==> config.mk <==
export PLATFORM = sky130hd
export DESIGN_NAME = lif_spike_encoder
export DESIGN_NICKNAME = d
export VERILOG_FILES = /design/src/rtl/lif_spike_encoder.sv
export SDC_FILE = /design/constraint.sdc
export NUM_CORES = 1
export LEC_CHECK = 0
export CAP_MARGIN = 20
export CELL_PAD_IN_SITES_DETAIL_PLACEMENT = 1
export CELL_PAD_IN_SITES_GLOBAL_PLACEMENT = 2
export CORE_MARGIN = 4
export CORE_UTILIZATION = 33
export CTS_CLUSTER_SIZE = 16
export DETAILED_ROUTE_END_ITERATION = 8
export GPL_ROUTABILITY_DRIVEN = 0
export PLACE_DENSITY = 0.77
export SLEW_MARGIN = 5
export SYNTH_ARGS = -nofsm -noshare
export SYNTH_HDL_FRONTEND = slang
export SYNTH_SLANG_ARGS = --single-unit
==> constraint.sdc <==
create_clock -name clk -period 8.39 [get_ports clk]
set_input_delay 1.678 -clock clk [delete_from_list [all_inputs] [get_ports clk]]
set_output_delay 1.678 -clock clk [all_outputs]
set_load 0.03 [all_outputs]
==> src/rtl/lif_spike_encoder.sv <==
// rtl/lif_spike_encoder.sv - four-channel leaky integrate-and-fire spike encoder
module lif_spike_encoder #(
  parameter int MEM_W  = 12,
  parameter int MAG_W  = 8,
  parameter int REFR_W = 4
) (
  input  logic              clk,
  input  logic              rst_n,
  input  logic              enable,
  input  logic [MEM_W-1:0]  threshold,
  input  logic [7:0]        leak_amt,
  input  logic [7:0]        leak_period,
  input  logic [REFR_W-1:0] refractory,
  input  logic              s_valid,
  output logic              s_ready,
  input  logic [1:0]        s_ch,
  input  logic [MAG_W-1:0]  s_mag,
  output logic [3:0]        spike_o,
  input  logic [1:0]        mem_sel,
  output logic [MEM_W-1:0]  mem_out,
  output logic [15:0]       spike_count,
  output logic [7:0]        drop_count
);

  logic [MEM_W-1:0]  mem_q  [4];
  logic [MEM_W-1:0]  mem_d  [4];
  logic [REFR_W-1:0] refr_q [4];
  logic [3:0]        in_refr;
  logic [3:0]        fire;
  logic [3:0]        drop_hit;
  logic [3:0]        spike_q;
  logic [7:0]        leak_cnt;
  logic              tick;
  logic              accept;
  logic [2:0]        fire_cnt;
  logic [MEM_W-1:0]  leak_ext;
  logic [REFR_W-1:0] refr_load;

  assign s_ready   = enable;
  assign accept    = s_valid & enable;
  assign spike_o   = spike_q;
  assign mem_out   = mem_q[mem_sel];
  assign leak_ext  = {{(MEM_W-8){1'b0}}, leak_amt};
  assign refr_load = (refractory == '0) ? REFR_W'(1) : refractory;
  assign tick      = enable && (leak_period != 8'd0) && (leak_cnt == leak_period - 8'd1);
  assign fire_cnt  = {2'b00, fire[0]} + {2'b00, fire[1]} + {2'b00, fire[2]} + {2'b00, fire[3]};

  for (genvar c = 0; c < 4; c++) begin : g_ch
    logic             hit;
    logic [MEM_W:0]   leaked;
    logic [MEM_W:0]   summed;
    logic [MEM_W-1:0] m;

    assign hit = accept && (s_ch == 2'(c));

    // One spare bit on the sum so the add saturates instead of wrapping.
    always_comb begin
      leaked = {1'b0, mem_q[c]};
      if (tick) begin
        leaked = (mem_q[c] >= leak_ext) ? {1'b0, mem_q[c] - leak_ext} : '0;
      end
      summed = leaked;
      if (hit) begin
        summed = leaked + {{(MEM_W+1-MAG_W){1'b0}}, s_mag};
      end
      m = summed[MEM_W] ? '1 : summed[MEM_W-1:0];
    end

    assign in_refr[c]  = (refr_q[c] != '0);
    assign fire[c]     = !in_refr[c] && (threshold != '0) && (m >= threshold);
    assign drop_hit[c] = in_refr[c] && hit;
    assign mem_d[c]    = fire[c] ? '0 : m;
  end

  always_ff @(posedge clk) begin
    if (!rst_n) begin
      for (int i = 0; i < 4; i++) begin
        mem_q[i]  <= '0;
        refr_q[i] <= '0;
      end
      leak_cnt    <= 8'd0;
      spike_q     <= 4'd0;
      spike_count <= 16'd0;
      drop_count  <= 8'd0;
    end else if (!enable) begin
      for (int i = 0; i < 4; i++) begin
        mem_q[i]  <= '0;
        refr_q[i] <= '0;
      end
      leak_cnt <= 8'd0;
      spike_q  <= 4'd0;
    end else begin
      // Refractory channels hold their membrane and ignore the fire check.
      for (int i = 0; i < 4; i++) begin
        if (in_refr[i]) begin
          refr_q[i] <= refr_q[i] - REFR_W'(1);
        end else begin
          mem_q[i] <= mem_d[i];
          if (fire[i]) begin
            refr_q[i] <= refr_load;
          end
        end
      end
      spike_q     <= fire;
      spike_count <= spike_count + {13'd0, fire_cnt};
      if ((|drop_hit) && (drop_count != 8'hFF)) begin
        drop_count <= drop_count + 8'd1;
      end
      // A period shrunk below the running count wraps through 0xFF.
      if (leak_period != 8'd0) begin
        leak_cnt <= tick ? 8'd0 : leak_cnt + 8'd1;
      end
    end
  end

endmodule

-- After elaboration in Yosys (flattened, before gate mapping)
Memories as Yosys holds them, arrays and structs flattened.
Cells that the tools add are included.
- register bits after elaboration: 36
- memories: 2
- input port bits: 48
- bits in writable memories: 64
- logic and storage cells: 191
- output and inout bits: 41
- memory list (name ; depth ; width ; read ports ; clocked after Yosys merged registers in ; write ports ; line ; source):
    mem_q ; 4 ; 12 ; 5 ; 0 ; 4 ; 25 ; logic [MEM_W-1:0] mem_q [4];
    refr_q ; 4 ; 4 ; 4 ; 0 ; 4 ; 27 ; logic [REFR_W-1:0] refr_q [4];
- reductions and logical operators: 34
- add/sub/neg operators: 19
- equal/unequal tests: 5
- muxes and demuxes: 98
- $lt $le $gt $ge: 8
- bitwise logic cells: 21
- operators by type and width (cell ; number):
    2-to-1 mux 12 bit ; 24
    2-to-1 mux 1 bit ; 56
    adder 13 x 8 -> 13 bit ; 4
    2-to-1 mux 13 bit ; 4
    2-to-1 mux 4 bit ; 13
    >= comparator 12 bit ; 4
    >= comparator 12 x 8 -> 1 bit ; 4
    subtractor 12 x 8 -> 12 bit ; 4
    OR 1 bit ; 20
    logical AND 1 bit ; 19
    adder 16 x 3 -> 16 bit ; 1
    adder 8 x 1 -> 8 bit, second input constant ; 2
    nonzero test 4 bit ; 4
    subtractor 4 x 1 -> 4 bit, second input constant ; 4
    nonzero test 12 bit ; 1
    == test 8 bit ; 1
    2-to-1 mux 8 bit ; 1
    inequality test 8 bit, second input constant ; 1
    nonzero test 8 bit ; 1
    subtractor 8 x 1 -> 8 bit, second input constant ; 1
    == test 2 bit, second input constant ; 2
    zero test 1 bit ; 4
    zero test 4 bit ; 1
    AND reduction 2 bit ; 2
    7 further kinds ; 7

-- Logic depth before layout (Yosys ltp)
Gate-level depths: netlist (run 1).
- word-level depth: 15
- mapped depth: 42
- depth with buffers taken out: 38

-- Worst setup path before layout (run 1)
OpenSTA, ideal clock, no wires.
- path kind: in2reg
- start: in leak_amt[1]
- end: reg spike_count[6]
- buffers on the path: 0
- cell stages on the path: 32
- arrival: 8.416 ns
- library setup time: 0.116 ns
- data required time: 8.274 ns
- slack: -0.142 ns
- cells stage by stage: inv_1 > fa_1 > a211oi_1 > o21bai_1 > a31o_2 > a211oi_1 > nor2_1 > a22o_1 > ha_1 > a21oi_1 > o21ai_0 > or4_1 > a31oi_1 > nor2b_1 > o21ai_0 > nor4_1 > mux2_2 > ha_1 > a211oi_1 > nand2_1 > a2111oi_0 > a211oi_1 > nand2_1 > fa_1 > inv_1 > fa_1 > inv_1 > fa_1 > nor2_1 > nand4_1 > xor2_1 > nor2_1
- longest elaborated chain between the ends: 12
- elaborated cells on any way between the ends: 40
- those cells by class: add/sub: 12; order compare: 8; mux: 16; reduce/logical: 4
- ends and longest elaborated chain (what ; line ; source):
    start, declared ; 11 ; input logic [7:0] leak_amt,
    subtractor 12 x 8 -> 12 bit / >= comparator 12 x 8 -> 1 bit (equally long branches) ; 60 ; leaked = (mem_q[c] >= leak_ext) ? {1'b0, mem_q[c] - leak_ext} : '0;
    2-to-1 mux 12 bit ; 60 ;
    2-to-1 mux 12 bit ; 59 ; if (tick) begin
    adder 13 x 8 -> 13 bit ; 64 ; summed = leaked + {{(MEM_W+1-MAG_W){1'b0}}, s_mag};
    2-to-1 mux 13 bit ; 63 ; if (hit) begin
    2-to-1 mux 12 bit ; 66 ; m = summed[MEM_W] ? '1 : summed[MEM_W-1:0];
    >= comparator 12 bit ; 70 ; assign fire[c] = !in_refr[c] && (threshold != '0) && (m >= threshold);
    logical AND 1 bit ; 70 ;
    adder 1 x 1 -> 2 bit ; 46 ; assign fire_cnt = {2'b00, fire[0]} + {2'b00, fire[1]} + {2'b00, fire[2]} + {2'b00, fire[3]};
    adder 2 x 1 -> 3 bit ; 46 ;
    adder 3 x 1 -> 3 bit * ; 46 ;
    adder 16 x 3 -> 16 bit * ; 105 ; spike_count <= spike_count + {13'd0, fire_cnt};
    end signal, assigned ; 105 ;
    end, declared ; 21 ; output logic [15:0] spike_count,
Every way passes the cells marked *; elsewhere a longest branch is shown, timed or not.
A chain may end at the register's enable or synchronous reset.

-- Worst setup path in the final report (run 1)
- start: in leak_amt[2]
- end: reg spike_count[6]
The elaborated chain is that of the path after synthesis.

==> results of run 1 <==
state kept, by name, indices dropped and copies added, names as in the netlist:
register,flops
drop_count,8
leak_cnt,8
mem_q,48
refr_q,16
spike_count,16
spike_o,4
report_power, final:
group / leakage, uW / internal (uW) / switching (uW)
sequential: 0.000990 / 635 / 135
clock: 0.000150 / 230 / 211
combinational: 0.00580 / 1000 / 1040
total: 0.00694 / 1870 / 1390
timing repair:
item	in CTS	in global routing
endpoints found under the setup margin	36	37
buffers inserted	62	22
pin swaps	58	56
resized for setup	113	80
cloned	1	0
metal layers:
layer  wire, um  global-route usage (%)  vias up
li1           -                       -     5382
met1      19080                   32.94     5474
met2      20190                   41.09      294
met3       2407                   3.691       78
met4       1471                   7.722        0
met5          0                       0        -
worst max-delay path, delay by kind of cell:
kind | cells | cell delay [ns]
buffers and inverters | 19 | 2.25
adder cells (fa/ha/maj) | 5 | 1.62
AND/OR/NAND/NOR | 7 | 1.42
AO/OA/AOI/OAI | 9 | 1.10
multiplexers | 1 | 0.23
XOR/XNOR | 1 | 0.15
final timing paths:
path / from / end / slack (ns) / depth (start not counted)
worst min-delay path: drop_count[5] / drop_count[5] / 0.51 / 2
worst min register to register: drop_count[5] / drop_count[5] / 0.51 / 2
worst max-delay path: leak_amt[2] / spike_count[6] / 0.14 / 42
worst max register to register: mem_q[0][0] / spike_count[6] / 1.01 / 43
Yosys cell counts, drive strengths merged, types with 25 or more instances:
master    n
a21oi    85
dfxtp    48
edfxtp   52
ha      122
inv      69
mux2i    25
nand2   154
nand3    25
nand4    25
nor2    115
nor3     30
o21ai    69
xnor2    41
xor2     39
final cells by class:
cell class	instances	area, um^2
Tap cell	396	495.5
Inverter	71	280.3
Clock buffer	12	267.8
Timing Repair Buffer	446	3640
Fill cell	3665	15460
Sequential cell	100	2522
Multi-Input combinational cell	1029	7975
Clock inverter	4	27.53
metrics by stage:
stage / power [uW] / util, % / hold WS (ns) / setup WS, ns
2_1_floorplan: 1668 / - / 0.4630 / 0.03832
3_3_place_gp: 2449 / 44.37 / 0.4947 / -0.9724
3_5_place_dp: 2502 / 44.37 / 0.5089 / -1.106
4_1_cts: 3125 / 48.08 / 0.5249 / 0.01399
5_1_grt: 3470 / 49.59 / 0.5726 / -0.2020
6_report: 3253 / 49.59 / 0.5135 / 0.1358
logic make-up after synthesis:
logic type               Yosys count
buffers and inverters            108
XOR/XNOR                          80
adder cells (fa/ha/maj)          133
flip-flops                       100
multiplexers                      40
AND/OR/NAND/NOR                  454
AO/OA/AOI/OAI                    321
==> results.toml, run 1 <==
[sta]
timing.setup.tns_ns = 0
fin_skew_ns = 0.008827
slew_viol_final = 0
period_minus_slack_ns = 8.254
fmax_mhz = 121.2
hold_viol = 0
slew_headroom_pct = 32.64
tightest_slew_ns = 1.007
rsz0062_at_grt = "true"
period_share_pct = 98.38
finalSetupViolCount = 0

[floorplan]
fp.dieH_um = 184.7
core-area_um2 = 30670
core.rowCount = 64
io_pins = 89
die_area_um2 = 34100
start_util_pct = 33.58
die_w_um = 184.7

[global_route]
gr-total-overflow = 0
grt_pass1_vias = 11710
grt.total_usage_pct = 24.62
antenna_found_initial = 0
grt_first_pass_wirelength_um = 65520
grt_max_degree = 27

[place]
portBuffers = 88
dp_cells = 1958
dpl-instance-area_um2 = 13610
place.detailed.hpwl_um = 33530

[synth]
ys.flop_type = "edfxtp_1"
synth.mux.area_fraction_pct = 5.418
synthSimpleGateAreaFrac_pct = 21.43
synthXorXnorAreaFrac_pct = 6.876
synth_top_area_share_pct = 15.16
synth.yosys.seq_area_share_pct = 24.49
synth-edff-count = 52
synth_compound_area_share_pct = 20.54
synth_warnings = 0
synth_top_family_by_area = "simple AND/OR/NAND/NOR gates"
synth_area_leaders = "edfxtp_1, ha_1, dfxtp_1"
synthAdderAreaFrac_pct = 16.96
yosys.area.top_type = "edfxtp_1"
synth_area_um2 = 10300
async_flop_share_pct = 0
synth.avg_cell_area_um2 = 8.333
synth-seq-cells = 100
synth_nets = 1417
syn_inst = 1236
yosysUniqueCellTypes = 80

[routing]
viasPerCell = 5.456
drtIter0Drc = 680
wl_per_cell_um = 20.96
drtPass1Iterations = 5
drc_errors = 0
dr_total_vias = 11230
ant_nets = 0
drt_wl_total_um = 43140

[worst_setup_path]
crit_slowest_cell = "fa_1"
cpMostUsedCell = "buf_4"
arrival_ns = 8.48
critPathCaptureType = "flop"
cp_slowest_stage_delay_ns = 0.47
required_ns = 8.62
crit_path_start_kind = "primary input"
worst-setup-path-type = "in2reg"
crit_fanout = 6

[cells_and_area]
antenna_cells = 0
stdcell_count = 2058
layout_common_cells = "buf_4, nand2_1, nor2_1"
fin_nets = 1838
stdcell_area_um2 = 15210
syn2layout_area_growth_pct = 47.66
layout_commonest_cell = "buf_4"
drive_above_1_share_pct = 31.35

[clock_network]
cts_buffers = 9
postCtsHoldBufs = 0
worstSkewPairLatency_ns = 0.36
cts.sinks = 100
clockBufferDepth = 2
cts_tree = "built"
cts.clk_slew.worst_paths_ns = 0.08
clock-root-buffer = "clkbuf_16"
ctsHtreeMaxLevel = 3

[power]
power_per_cell_area_nw_per_um2 = 213.9
peakVddDrop_uv = 110.5
power_leakage_uw = 0.006942

[run]
maxCapViolations = 0

[outcome]
outcome = "finished, final reports clean"

[min_path]
hp-class = "reg2reg"
Note: power is estimated with default switching activity, not from simulation.
==> inputs of run 2 (changes only) <==
--- a/config.mk
+++ b/config.mk
@@ -6,14 +6,12 @@
 export NUM_CORES = 1
 export LEC_CHECK = 0
 export CAP_MARGIN = 20
-export CELL_PAD_IN_SITES_DETAIL_PLACEMENT = 1
-export CELL_PAD_IN_SITES_GLOBAL_PLACEMENT = 2
 export CORE_MARGIN = 4
-export CORE_UTILIZATION = 33
+export CORE_UTILIZATION = 47
 export CTS_CLUSTER_SIZE = 16
 export DETAILED_ROUTE_END_ITERATION = 8
 export GPL_ROUTABILITY_DRIVEN = 0
-export PLACE_DENSITY = 0.77
+export PLACE_DENSITY = 0.68
 export SLEW_MARGIN = 5
 export SYNTH_ARGS = -nofsm -noshare
 export SYNTH_HDL_FRONTEND = slang
==> results.toml, run 2 (synthesis results as in run 1) <==
[outcome]
outcome = "finished, final reports clean"

[global_route]
gr-total-overflow = 0
grt.total_usage_pct = 28.50
grt_pass1_vias = 10510
grt_first_pass_wirelength_um = 55680
grt_max_degree = 27
antenna_found_initial = 1

[clock_network]
clock-root-buffer = "clkbuf_16"
cts.clk_slew.worst_paths_ns = 0.08
ctsHtreeMaxLevel = 3
cts.sinks = 100
clockBufferDepth = 2
cts_tree = "built"
worstSkewPairLatency_ns = 0.36
postCtsHoldBufs = 0
cts_buffers = 9

[power]
power_per_cell_area_nw_per_um2 = 210.5
peakVddDrop_uv = 167.3
power_leakage_uw = 0.006573
totalPowerFinal_uw = 3040

[worst_setup_path]
cp_slowest_stage_delay_ns = 0.44
arrival_ns = 8.42
required_ns = 8.63
rr_endpoint = "spike_count[6]"
cpMostUsedCell = "buf_4"
r2r_start = "mem_q[0][0]"
worst-setup-path-type = "in2reg"
crit_fanout = 7
r2r_setup_slack_ns = 1.16
r2r_cells = 36
critPathCaptureType = "flop"
crit_path_start_kind = "primary input"
startpoint = "leak_period[0]"
crit_slowest_cell = "or4_4"
crit_end = "spike_count[6]"

[cells_and_area]
largest_register_ffs = 48
final.fill_count = 1731
seqCellArea_um2 = 2522
layout_common_cells = "buf_4, nand2_1, nor2_1"
reg.largest.list = "mem_q (48), refr_q (16), spike_count (16)"
fin_nets = 1756
syn2layout_area_growth_pct = 40.25
regMostFlops = "mem_q"
antenna_cells = 0
drive_above_1_share_pct = 28.29
multi_input_area_um2 = 7991
layout_commonest_cell = "buf_4"

[sta]
fin_skew_ns = 0.01367
period_minus_slack_ns = 8.183
finalSetupViolCount = 0
slew_headroom_pct = 29.92
period_share_pct = 97.54
setup_ws_ns = 0.2067
slew_viol_final = 0
hold_viol = 0
fmax_mhz = 122.2
rsz0062_at_grt = "true"
tightest_slew_ns = 1.042

[run]
maxCapViolations = 0

[floorplan]
core-area_um2 = 21290
start_util_pct = 48.39
fp.dieH_um = 156.0
core.rowCount = 53
die_area_um2 = 24350
io_pins = 89
die_w_um = 156.0

[routing]
wl_per_cell_um = 19.30
dr_total_vias = 10950
drtIter0Drc = 864
ant_nets = 0
drc_errors = 0
drt_wl_total_um = 35810
viasPerCell = 5.900
drtPass1Iterations = 5

[place]
place.detailed.hpwl_um = 27710
pre_cts_ws_ns = -1.072
portBuffers = 88

[min_path]
holdPathStages = 2
hp-class = "reg2reg"
-- run 2: cell count changes in the layout (fill, tap and decap cells not counted), moves of 3 or more --
cell | before | now
buf_6 | 12 | 9
a211oi_2 | 7 | 10
ha_1 | 109 | 103
dlymetal6s2s_1 | 6 | 9
a211oi_1 | 14 | 10
inv_4 | 5 | 0
ha_4 | 12 | 16
inv_2 | 9 | 13
inv_8 | 0 | 3
buf_4 | 346 | 268
-- run 2: report_power, final --
part           internal (uW)  switching [uW]
clock network            229             224
logic                    887             945
registers                635             120
-- run 2: cell type report --
type / count / share of cell area [%]
repair buffers: 365 / 20.84
multi-input cells: 1028 / 55.32
flip-flops and latches: 100 / 17.46
well taps: 275 / 2.382
inverters: 71 / 1.845
clock buffers: 10 / 1.732
clock inverters: 6 / 0.4158
-- run 2: worst min-delay path by stage --
stage | slack (ns) | from | end
final | 0.52 | drop_count[5] | drop_count[5]
after global placement | 0.49 | drop_count[5] | drop_count[5]
after detailed placement | 0.50 | drop_count[5] | drop_count[5]
after global routing | 0.56 | spike_count[15] | spike_count[15]
after CTS | 0.52 | drop_count[5] | drop_count[5]
after floorplan | 0.46 | mem_q[2][0] | mem_q[2][0]
-- run 2: timing repair --
action                                  CTS  global route
pin swaps                                52            70
cloned                                    0             0
buffers inserted                         22            18
endpoints found under the setup margin   16            37
resized for setup                        95            92
-- run 2: metal layers --
metal / GRT usage (%) / wire length, um / vias up
met4: 8.962 / 1157 / 2
met2: 45.49 / 16150 / 461
met1: 39.95 / 15680 / 5191
met3: 4.133 / 2802 / 70
li1: - / - / 5221
met5: 0 / 13 / -
-- run 2: worst max-delay path, delay by kind of cell --
family	cells	cell delay, ns
compound gates	8	1.45
xor+xnor	3	0.57
fa+ha+maj	5	1.47
buf+inv	7	0.84
simple gates	14	2.41
-- run 2: per-stage QoR --
stage | hold slack [ns] | area (um^2) | util [%] | instances | TNS [ns]
floorplan | 0.4630 | 10320 | - | 1236 | 0
global placement | 0.4857 | 13200 | 61.99 | 1802 | -9.037
detailed placement | 0.5036 | 13200 | 61.99 | 1802 | -16.33
CTS | 0.5151 | 14060 | 66.07 | 1838 | 0
global route | 0.5576 | 14450 | 67.86 | 1855 | -0.6299
finish | 0.5179 | 14450 | 67.86 | 1855 | 0
